[config.mk]
export PLATFORM = sky130hd
export DESIGN_NAME = seq_controller
export DESIGN_NICKNAME = d
export VERILOG_FILES = /design/src/rtl/seq_controller.sv
export SDC_FILE = /design/constraint.sdc
export NUM_CORES = 1
export LEC_CHECK = 0
export CORE_MARGIN = 1
export CORE_UTILIZATION = 47
export CTS_BUF_LIST = sky130_fd_sc_hd__clkbuf_4
export CTS_CLUSTER_DIAMETER = 50
export DETAILED_ROUTE_END_ITERATION = 8
export GPL_TIMING_DRIVEN = 0
export MAX_ROUTING_LAYER = met4
export PLACE_DENSITY = 0.8
export SYNTH_ARGS = -nofsm -noshare
export SYNTH_HDL_FRONTEND = slang
export SYNTH_SLANG_ARGS = --single-unit
export TNS_END_PERCENT = 100
[constraint.sdc]
create_clock -name clk -period 2.4 [get_ports clk]
set_input_delay 0.24 -clock clk [delete_from_list [all_inputs] [get_ports clk]]
set_output_delay 0.24 -clock clk [all_outputs]
set_load 0.02 [all_outputs]
[src/rtl/seq_controller.sv]
`default_nettype none
// ============================================================================
// Module   : seq_controller
// Brief    : Instruction-sequencing FSM for a simple accumulator CPU, with
//            memory-ready stalls, halt/resume and a retired-instruction count.
// Revision : 1.0
// ============================================================================
module seq_controller #(
    parameter int OPW   = 3,
    parameter int CNT_W = 16
) (
    input  logic             clk,
    input  logic             rst,
    input  logic             zero,
    input  logic [OPW-1:0]   opcode,
    input  logic             mem_ready,
    input  logic             resume,
    output logic             sel,
    output logic             rd,
    output logic             ld_ir,
    output logic             halt,
    output logic             inc_pc,
    output logic             ld_ac,
    output logic             ld_pc,
    output logic             wr,
    output logic             data_e,
    output logic [3:0]       phase,
    output logic             illegal,
    output logic [CNT_W-1:0] instr_cnt
);

    typedef enum logic [3:0] {
        S_INST_ADDR  = 4'd0,
        S_INST_FETCH = 4'd1,
        S_INST_LOAD  = 4'd2,
        S_IDLE       = 4'd3,
        S_OP_ADDR    = 4'd4,
        S_OP_FETCH   = 4'd5,
        S_ALU_OP     = 4'd6,
        S_STORE      = 4'd7,
        S_HALTED     = 4'd8
    } state_t;

    state_t           r_state;
    logic             r_illegal;
    logic [CNT_W-1:0] r_cnt;

    logic       w_hi_nz;
    logic [2:0] w_op3;
    logic       w_hlt, w_skz, w_jmp, w_sto, w_alu;

    // Opcode bits above [2:0] only exist when OPW > 3; any nonzero value there is illegal.
    generate
        if (OPW > 3) begin : g_ext_opcode
            assign w_hi_nz = |opcode[OPW-1:3];
        end else begin : g_base_opcode
            assign w_hi_nz = 1'b0;
        end
    endgenerate

    assign w_op3 = opcode[2:0];
    assign w_hlt = w_hi_nz | (w_op3 == 3'b000);
    assign w_skz = ~w_hi_nz & (w_op3 == 3'b001);
    assign w_sto = ~w_hi_nz & (w_op3 == 3'b110);
    assign w_jmp = ~w_hi_nz & (w_op3 == 3'b111);
    assign w_alu = ~w_hi_nz & (w_op3 >= 3'b010) & (w_op3 <= 3'b101);

    always_ff @(posedge clk) begin
        if (!rst) begin
            r_state   <= S_INST_ADDR;
            r_illegal <= 1'b0;
            r_cnt     <= '0;
        end else begin
            case (r_state)
                S_INST_ADDR:  r_state <= S_INST_FETCH;
                S_INST_FETCH: if (mem_ready) r_state <= S_INST_LOAD;
                S_INST_LOAD:  r_state <= S_IDLE;
                S_IDLE:       r_state <= S_OP_ADDR;
                S_OP_ADDR: begin
                    if (w_hlt) begin
                        r_state <= S_HALTED;
                        if (w_hi_nz) r_illegal <= 1'b1;
                    end else begin
                        r_state <= S_OP_FETCH;
                    end
                end
                S_OP_FETCH:   if (!w_alu || mem_ready) r_state <= S_ALU_OP;
                S_ALU_OP:     r_state <= S_STORE;
                S_STORE: begin
                    if (!w_sto || mem_ready) begin
                        r_state <= S_INST_ADDR;
                        r_cnt   <= r_cnt + 1'b1;
                    end
                end
                S_HALTED:     if (resume) r_state <= S_INST_ADDR;
                default:      r_state <= S_INST_ADDR;
            endcase
        end
    end

    always_comb begin
        sel    = 1'b0;
        rd     = 1'b0;
        ld_ir  = 1'b0;
        halt   = 1'b0;
        inc_pc = 1'b0;
        ld_ac  = 1'b0;
        ld_pc  = 1'b0;
        wr     = 1'b0;
        data_e = 1'b0;
        case (r_state)
            S_INST_ADDR:  sel = 1'b1;
            S_INST_FETCH: begin
                sel = 1'b1;
                rd  = 1'b1;
            end
            S_INST_LOAD, S_IDLE: begin
                sel   = 1'b1;
                rd    = 1'b1;
                ld_ir = 1'b1;
            end
            S_OP_ADDR: begin
                inc_pc = 1'b1;
                halt   = w_hlt;
            end
            S_OP_FETCH:   rd = w_alu;
            S_ALU_OP: begin
                rd     = w_alu;
                inc_pc = w_skz & zero;
                ld_pc  = w_jmp;
                data_e = w_sto;
            end
            S_STORE: begin
                rd     = w_alu;
                ld_ac  = w_alu;
                ld_pc  = w_jmp;
                wr     = w_sto;
                data_e = w_sto;
            end
            S_HALTED:     halt = 1'b1;
            default:      ;
        endcase
    end

    // The flag is already visible in the OP_ADDR cycle that decodes the bad opcode.
    assign illegal   = r_illegal | ((r_state == S_OP_ADDR) & w_hi_nz);
    assign phase     = r_state;
    assign instr_cnt = r_cnt;

endmodule
`default_nettype wire

==> results of run 1 <==
state kept, by name, indices dropped and copies added (netlist names):
signal / cells
phase: 4
instr_cnt: 16
synthesized netlist by cell type, drive strengths merged:
master | number | area [sq um]
a21oi | 11 | 55.1
nand4b | 1 | 15.0
a211oi | 2 | 15.0
conb | 1 | 3.75
a31oi | 1 | 6.26
nand2 | 5 | 18.8
xor2 | 1 | 8.76
o31ai | 7 | 52.6
or3 | 5 | 36.3
clkinv | 1 | 3.75
nand4 | 4 | 25.0
and4 | 1 | 8.76
o21ai | 2 | 10.0
nor3b | 1 | 7.51
a221oi | 1 | 8.76
xnor2 | 8 | 70.1
or4 | 8 | 60.1
nor2 | 17 | 63.8
nand3b | 1 | 7.51
nand3 | 5 | 25.0
nor2b | 3 | 18.8
and4bb | 1 | 12.5
nor3 | 3 | 15.0
nor4b | 1 | 8.76
and2 | 2 | 12.5
ha | 1 | 12.5
a2111oi | 1 | 8.76
dfxtp | 20 | 400
inv | 3 | 11.3
clkbuf | 4 | 16.3
nor4 | 6 | 37.5
nand2b | 3 | 18.8
buf | 7 | 63.8
and3 | 1 | 6.26
and3b | 1 | 8.76
a31o | 1 | 8.76
metrics by stage:
| step | worst slack [ps] | util | cell area [sq um] | instances | total power, mW |
|---|---|---|---|---|---|
| floorplan | 435 | - | 1160 | 141 | 0.546 |
| global placement | 131 | 0.684 | 1560 | 205 | 0.655 |
| detailed placement | 80.7 | 0.684 | 1560 | 205 | 0.662 |
| CTS | 43.7 | 0.696 | 1580 | 209 | 0.825 |
| global route | 43.5 | 0.698 | 1590 | 209 | 0.868 |
| finish | 157 | 0.698 | 1590 | 209 | 0.822 |
routing by layer:
| metal | track usage | wire length (microns) |
|---|---|---|
| met3 | 0.0468 | 101 |
| met1 | 0.300 | 1300 |
| met5 | - | 0 |
| met2 | 0.409 | 1420 |
| met4 | 0.0586 | 28 |
kinds of logic after synthesis:
family                     Yosys count  synth area share
other                                1           0.00323
and+or+nand+nor                     69             0.350
AOI/OAI and AO/OA                   26             0.142
buffers and inverters               15            0.0818
adders and majority gates            1            0.0108
xor gates and xnor gates             9            0.0678
DFF                                 20             0.344
worst max-delay path: stages, from the launching register on:
cell	delay (ps)
dfxtp_1	340
buf_4	160
nor2b_2	210
nand4_1	130
nor2_1	130
and2_1	130
clkdlybuf4s50_1	600
final cells by class:
cell class / count / area (sq um)
Buffer: 11 / 81.3
Clock buffer: 3 / 22.5
Clock inverter: 1 / 3.75
Fill cell: 183 / 688
Inverter: 4 / 15.0
Multi-Input combinational cell: 106 / 669
Sequential cell: 20 / 400
Tap cell: 28 / 35.0
Timing Repair Buffer: 36 / 360
path summary, 6_finish.rpt:
path / from / end / slack, ps
worst max-delay path: phase[2] / wr / 160
worst min-delay path: instr_cnt[15] / instr_cnt[15] / 490
worst max register to register: phase[0] / instr_cnt[9] / 410
worst min register to register: instr_cnt[15] / instr_cnt[15] / 490
placed cells by master, fill, tap and decap left out, types with 3 or more instances in the layout:
| cell type | synthesis | layout |
|---|---|---|
| xnor2_1 | 8 | 8 |
| dfxtp_1 | 20 | 20 |
| buf_4 | 4 | 4 |
| buf_6 | 3 | 3 |
| or3_1 | 4 | 4 |
| nor4_1 | 6 | 6 |
| clkdlybuf4s50_1 | 0 | 36 |
| nand3_1 | 5 | 5 |
| clkbuf_4 | 0 | 3 |
| or4_1 | 8 | 8 |
| a21oi_1 | 11 | 11 |
| nor2_1 | 17 | 17 |
| nor3_1 | 3 | 3 |
| nand2b_1 | 3 | 3 |
| o31ai_1 | 7 | 7 |
| inv_1 | 3 | 3 |
| nand2_1 | 5 | 5 |
| nand4_1 | 4 | 4 |
where the power goes:
group / internal, mW / switching [mW] / leakage (nW)
registers: 0.347 / 0.00810 / 0.162
clock network: 0.0605 / 0.104 / 0.0154
logic: 0.139 / 0.163 / 0.360
==> impl_results.md, run 1 <==
* Worst hold path depth at 2
* First-pass GRT wire length at between 4 and 5 mm
* Clk root buf: clkbuf_4
* Via count at around 1200
* Router iterations before antenna repair at 4
* Worst-Margin Slew at just over 700 ps
* Clock sinks at 20
* Final period util at 0.935
* Row count at 17
* IO Pins at 38
* Static leakage at about 0.54 nW
* Seq/Total Area, Yosys at 0.344
* Wirelength, routed at about 2.9 mm
* Worst r2r path cells at 7
* Diodes inserted at 0
* Fin Hold WS at about 490 ps
* Final setup viols at 0
* Max Clock Freq at approximately 0.45 GHz
* Die Ht at about 52 microns
* Count of different cell masters after synthesis at 39
* Post-detailed-route count of antenna-violating nets at 0
* Synthesis-stage register bit count at 20
* Antenna violations before repair at 0
* Element type at the critical path start: flop
* Hold Vio Cnt, Final at 0
* # DRC at 0
* Worst EP required at around 2200 ps
* Worst-path clk slew at 110 ps
* Worst-Skew Late Latency at roughly 290 ps
* Horiz. Die Dim at ~52 microns
* Number of global-route vias before repair at ~1100
* Final min period at around 2200 ps
* Num CTS Buffers at 3
* Placed wire-length estimate at about 2.1 mm
* Setup bufs post-CTS at 0
* Post_cts resized at 0
* Status: finished clean
* H-tree depth at 1
* Syn-to-layout area delta at 36.6%
* Gr usage total at 0.243
* Final Skew at ~1.6 ps
* Share of layout cells above drive strength 1 at 0.0829
* Power Density at approximately 520 nW/um^2
* WL per Instance at roughly 14 microns
* Post-synthesis cell area at about 1200 sq um
* Mean Syn Cell Area at ~8 sq um
* Gate Count Post-Synth at about 140
* CP Capture Type: output pin
* Largest net degree at the start of global routing at 12
* Crit Path Max Fanout at 9
* Port Buf Inserts at 36
* Synth Warn # at 0
* Peak supply drop at ~0.00036 V
* Core area at about 2300 sq um
* Relative slew slack at 0.504
* Final setup TNS at 0 ps
* Crit path DAT at 2000 ps
* Violation count after the first detailed-route iteration at 26
* CTS tree: done
* HP Class: flop to flop
* Syn nets at 150
* RSZ-0062 raised after global routing: no
* Vias/cell at between 5 and 6
* Clock Tree Buf Depth at 2
* GP Congestion at 0.809
* Max-cap viol count at 0
* Grt total ovfl at 0
* Nets@finish at 191
* Initial Util at 0.511
* Crit path kind: flop to output pin
* Hold_buf cts at 0
* Die area at 2680 sq um
* Final Max Tran Viols at 0
No activity file was read; power rests on OpenSTA's default activity.
==> inputs of run 2 (changes only) <==
--- a/config.mk
+++ b/config.mk
@@ -5,10 +5,11 @@
 export SDC_FILE = /design/constraint.sdc
 export NUM_CORES = 1
 export LEC_CHECK = 0
-export CORE_MARGIN = 1
+export CORE_MARGIN = 8
 export CORE_UTILIZATION = 47
 export CTS_BUF_LIST = sky130_fd_sc_hd__clkbuf_4
 export CTS_CLUSTER_DIAMETER = 50
+export CTS_CLUSTER_SIZE = 12
 export DETAILED_ROUTE_END_ITERATION = 8
 export GPL_TIMING_DRIVEN = 0
 export MAX_ROUTING_LAYER = met4
==> impl_results.md, run 2 (synthesis results as in run 1) <==
* Status: finished clean
* Max-cap viol count at 0
* Most frequent cells in the layout: clkdlybuf4s50_1, dfxtp_1, nor2_1, a21oi_1
* Worst Setup SP: phase[3]
* Max FFs per register at 16
* Final setup viols at 0
* Hold_buf cts at 0
* Placed wire-length estimate at 2.24 mm
* Static leakage at between 0.5 and 0.6 nW
* Die Ht at approximately 66 microns
* CTS tree: done
* Clk root buf: clkbuf_4
* Post-detailed-route count of antenna-violating nets at 0
* Min-Delay Endpoint: instr_cnt[15]
* Final Worst Setup Slack at around 240 ps
* Met2 WL at ~1.4 mm
* Grt total ovfl at 0
* HP Class: flop to flop
* Nets@finish at approximately 190
* Worst-Skew Late Latency at approximately 290 ps
* Fin Hold WS at roughly 500 ps
* Final Max Tran Viols at 0
* Clock sinks at 20
* CP Capture Type: output pin
* Worst-path clk slew at about 110 ps
* Worst EP required at about 2200 ps
* Crit path kind: flop to output pin
* Port Buf Inserts at 36
* Commonest non-fill, non-tap cell in the layout: clkdlybuf4s50_1
* Syn-to-layout area delta at 36.7%
* CP cell instances: clkbuf_2, nor2b_1, a21oi_1, nor3_1, clkdlybuf4s50_1
* Worst r2r path cells at 7
* Share of layout cells above drive strength 1 at 0.0833
* Largest net degree at the start of global routing at 11
* Worst-Margin Slew at 719 ps
* Element type at the critical path start: flop
* Router iterations before antenna repair at 4
* Met3 wire len at 158 microns
* Relative slew slack at 0.508
* Gr usage total at 0.143
* WL per Instance at 14.0 microns
* First-pass GRT wire length at a little under 5 mm
* Wirelength, routed at just under 3 mm
* Worst reg2reg path startpoint: phase[1]
* Reg2reg end: instr_cnt[9]
* Hold Vio Cnt, Final at 0
* Final instance area at roughly 1600 sq um
* Worst hold path depth at 2
* Max Clock Freq at 0.462 GHz
* CP top delay family: buffers and inverters
* GP Congestion at a little under 0.8
* Core area at between 2000 and 2500 sq um
* Clock Tree Buf Depth at 2
* Final Skew at 2.19 ps
* Die area at 4320 sq um
* Peak supply drop at about 0.00043 V
* Final period util at 0.902
* Max layer used: met4
* Final min period at 2160 ps
* Number of global-route vias before repair at ~1100
* Power Density at 512 nW/um^2
* Overall power at roughly 0.81 mW
* Num CTS Buffers at 3
* Diodes inserted at 0
* Antenna violations before repair at 0
* Vias/cell at between 5 and 6
* Violation count after the first detailed-route iteration at about 50
* Initial Util at 0.482
* Via count at 1163
* Crit Path Max Fanout at 10
* IO Pins at 38
* Area after DPL at 1560 sq um
* Final setup TNS at 0 ps
* Pre-CTS setup slack at 92.1 ps
* Fill cell count at between 150 and 200
* Horiz. Die Dim at roughly 66 microns
* Row count at 18
* Slowest Stage Delay on Critical Path at approximately 630 ps
* R2r setup slk at 450 ps
* H-tree depth at 1
* # DRC at 0
* Met1 Wirelength at around 1.4 mm
* Crit path DAT at roughly 1900 ps
* RSZ-0062 raised after global routing: no
* Hold path startpoint: instr_cnt[15]
* Critical path buffer and inverter count at 2
* Slowest-stage cell, CP: clkdlybuf4s50_1
==> run 2: cell types whose count changed in the layout (fill, tap and decap cells not counted), sizes merged <==
| cell | delta |
|---|---|
| dlymetal6s2s | +1 |
| clkdlybuf4s50 | -1 |
| clkinv | -1 |
==> run 2: cell type report <==
type | count | area (sq um) | share of cell area
Multi-Input combinational cell | 106 | 669 | 0.421
Buffer | 11 | 81.3 | 0.0512
Timing Repair Buffer | 36 | 363 | 0.228
Inverter | 4 | 15.0 | 0.00945
Sequential cell | 20 | 400 | 0.252
Tap cell | 30 | 37.5 | 0.0236
Clock buffer | 3 | 22.5 | 0.0142
==> run 2: power breakdown <==
part	switching (mW)	internal (mW)	leakage (nW)	total, mW
registers	0.00808	0.347	0.162	0.355
clock network	0.0998	0.0584	0.0138	0.158
logic	0.161	0.139	0.379	0.300
total	0.269	0.544	0.555	0.813
==> run 2: routing by layer <==
layer	vias to the layer above	track usage
met3	2	0.0306
met4	0	0.0490
met5	-	-
met2	37	0.229
li1	595	-
met1	529	0.172
==> run 2: what timing repair did <==
item / 4_1_cts / 5_1_grt
setup endpoints to repair: 0 / 2
setup buffers: 0 / 0
resized for setup: 0 / 4
==> run 2: how the worst max path moves through the flow <==
| stage | endpoint | slack (ps) | depth (start not counted) |
|---|---|---|---|
| 2_1_floorplan | instr_cnt[11] | 430 | 7 |
| 3_3_place_gp | instr_cnt[10] | 140 | 7 |
| 3_5_place_dp | instr_cnt[12] | 90 | 7 |
| 4_1_cts | wr | 80 | 6 |
| 5_1_grt | halt | 100 | 5 |
| 6_report | halt | 240 | 5 |
==> run 2: through the flow <==
step                std cells  utilization
finish                    210        0.659
global route              210        0.659
CTS                       210        0.657
detailed placement        207        0.647
global placement          207        0.647
floorplan                 141            -
==> run 2: worst register-to-register path: stages (launching register included) <==
cell,delay (ps)
dfxtp_1,360
buf_4,180
nand4b_2,120
buf_6,160
or3_4,380
buf_6,140
or4_1,400
a21oi_1,150
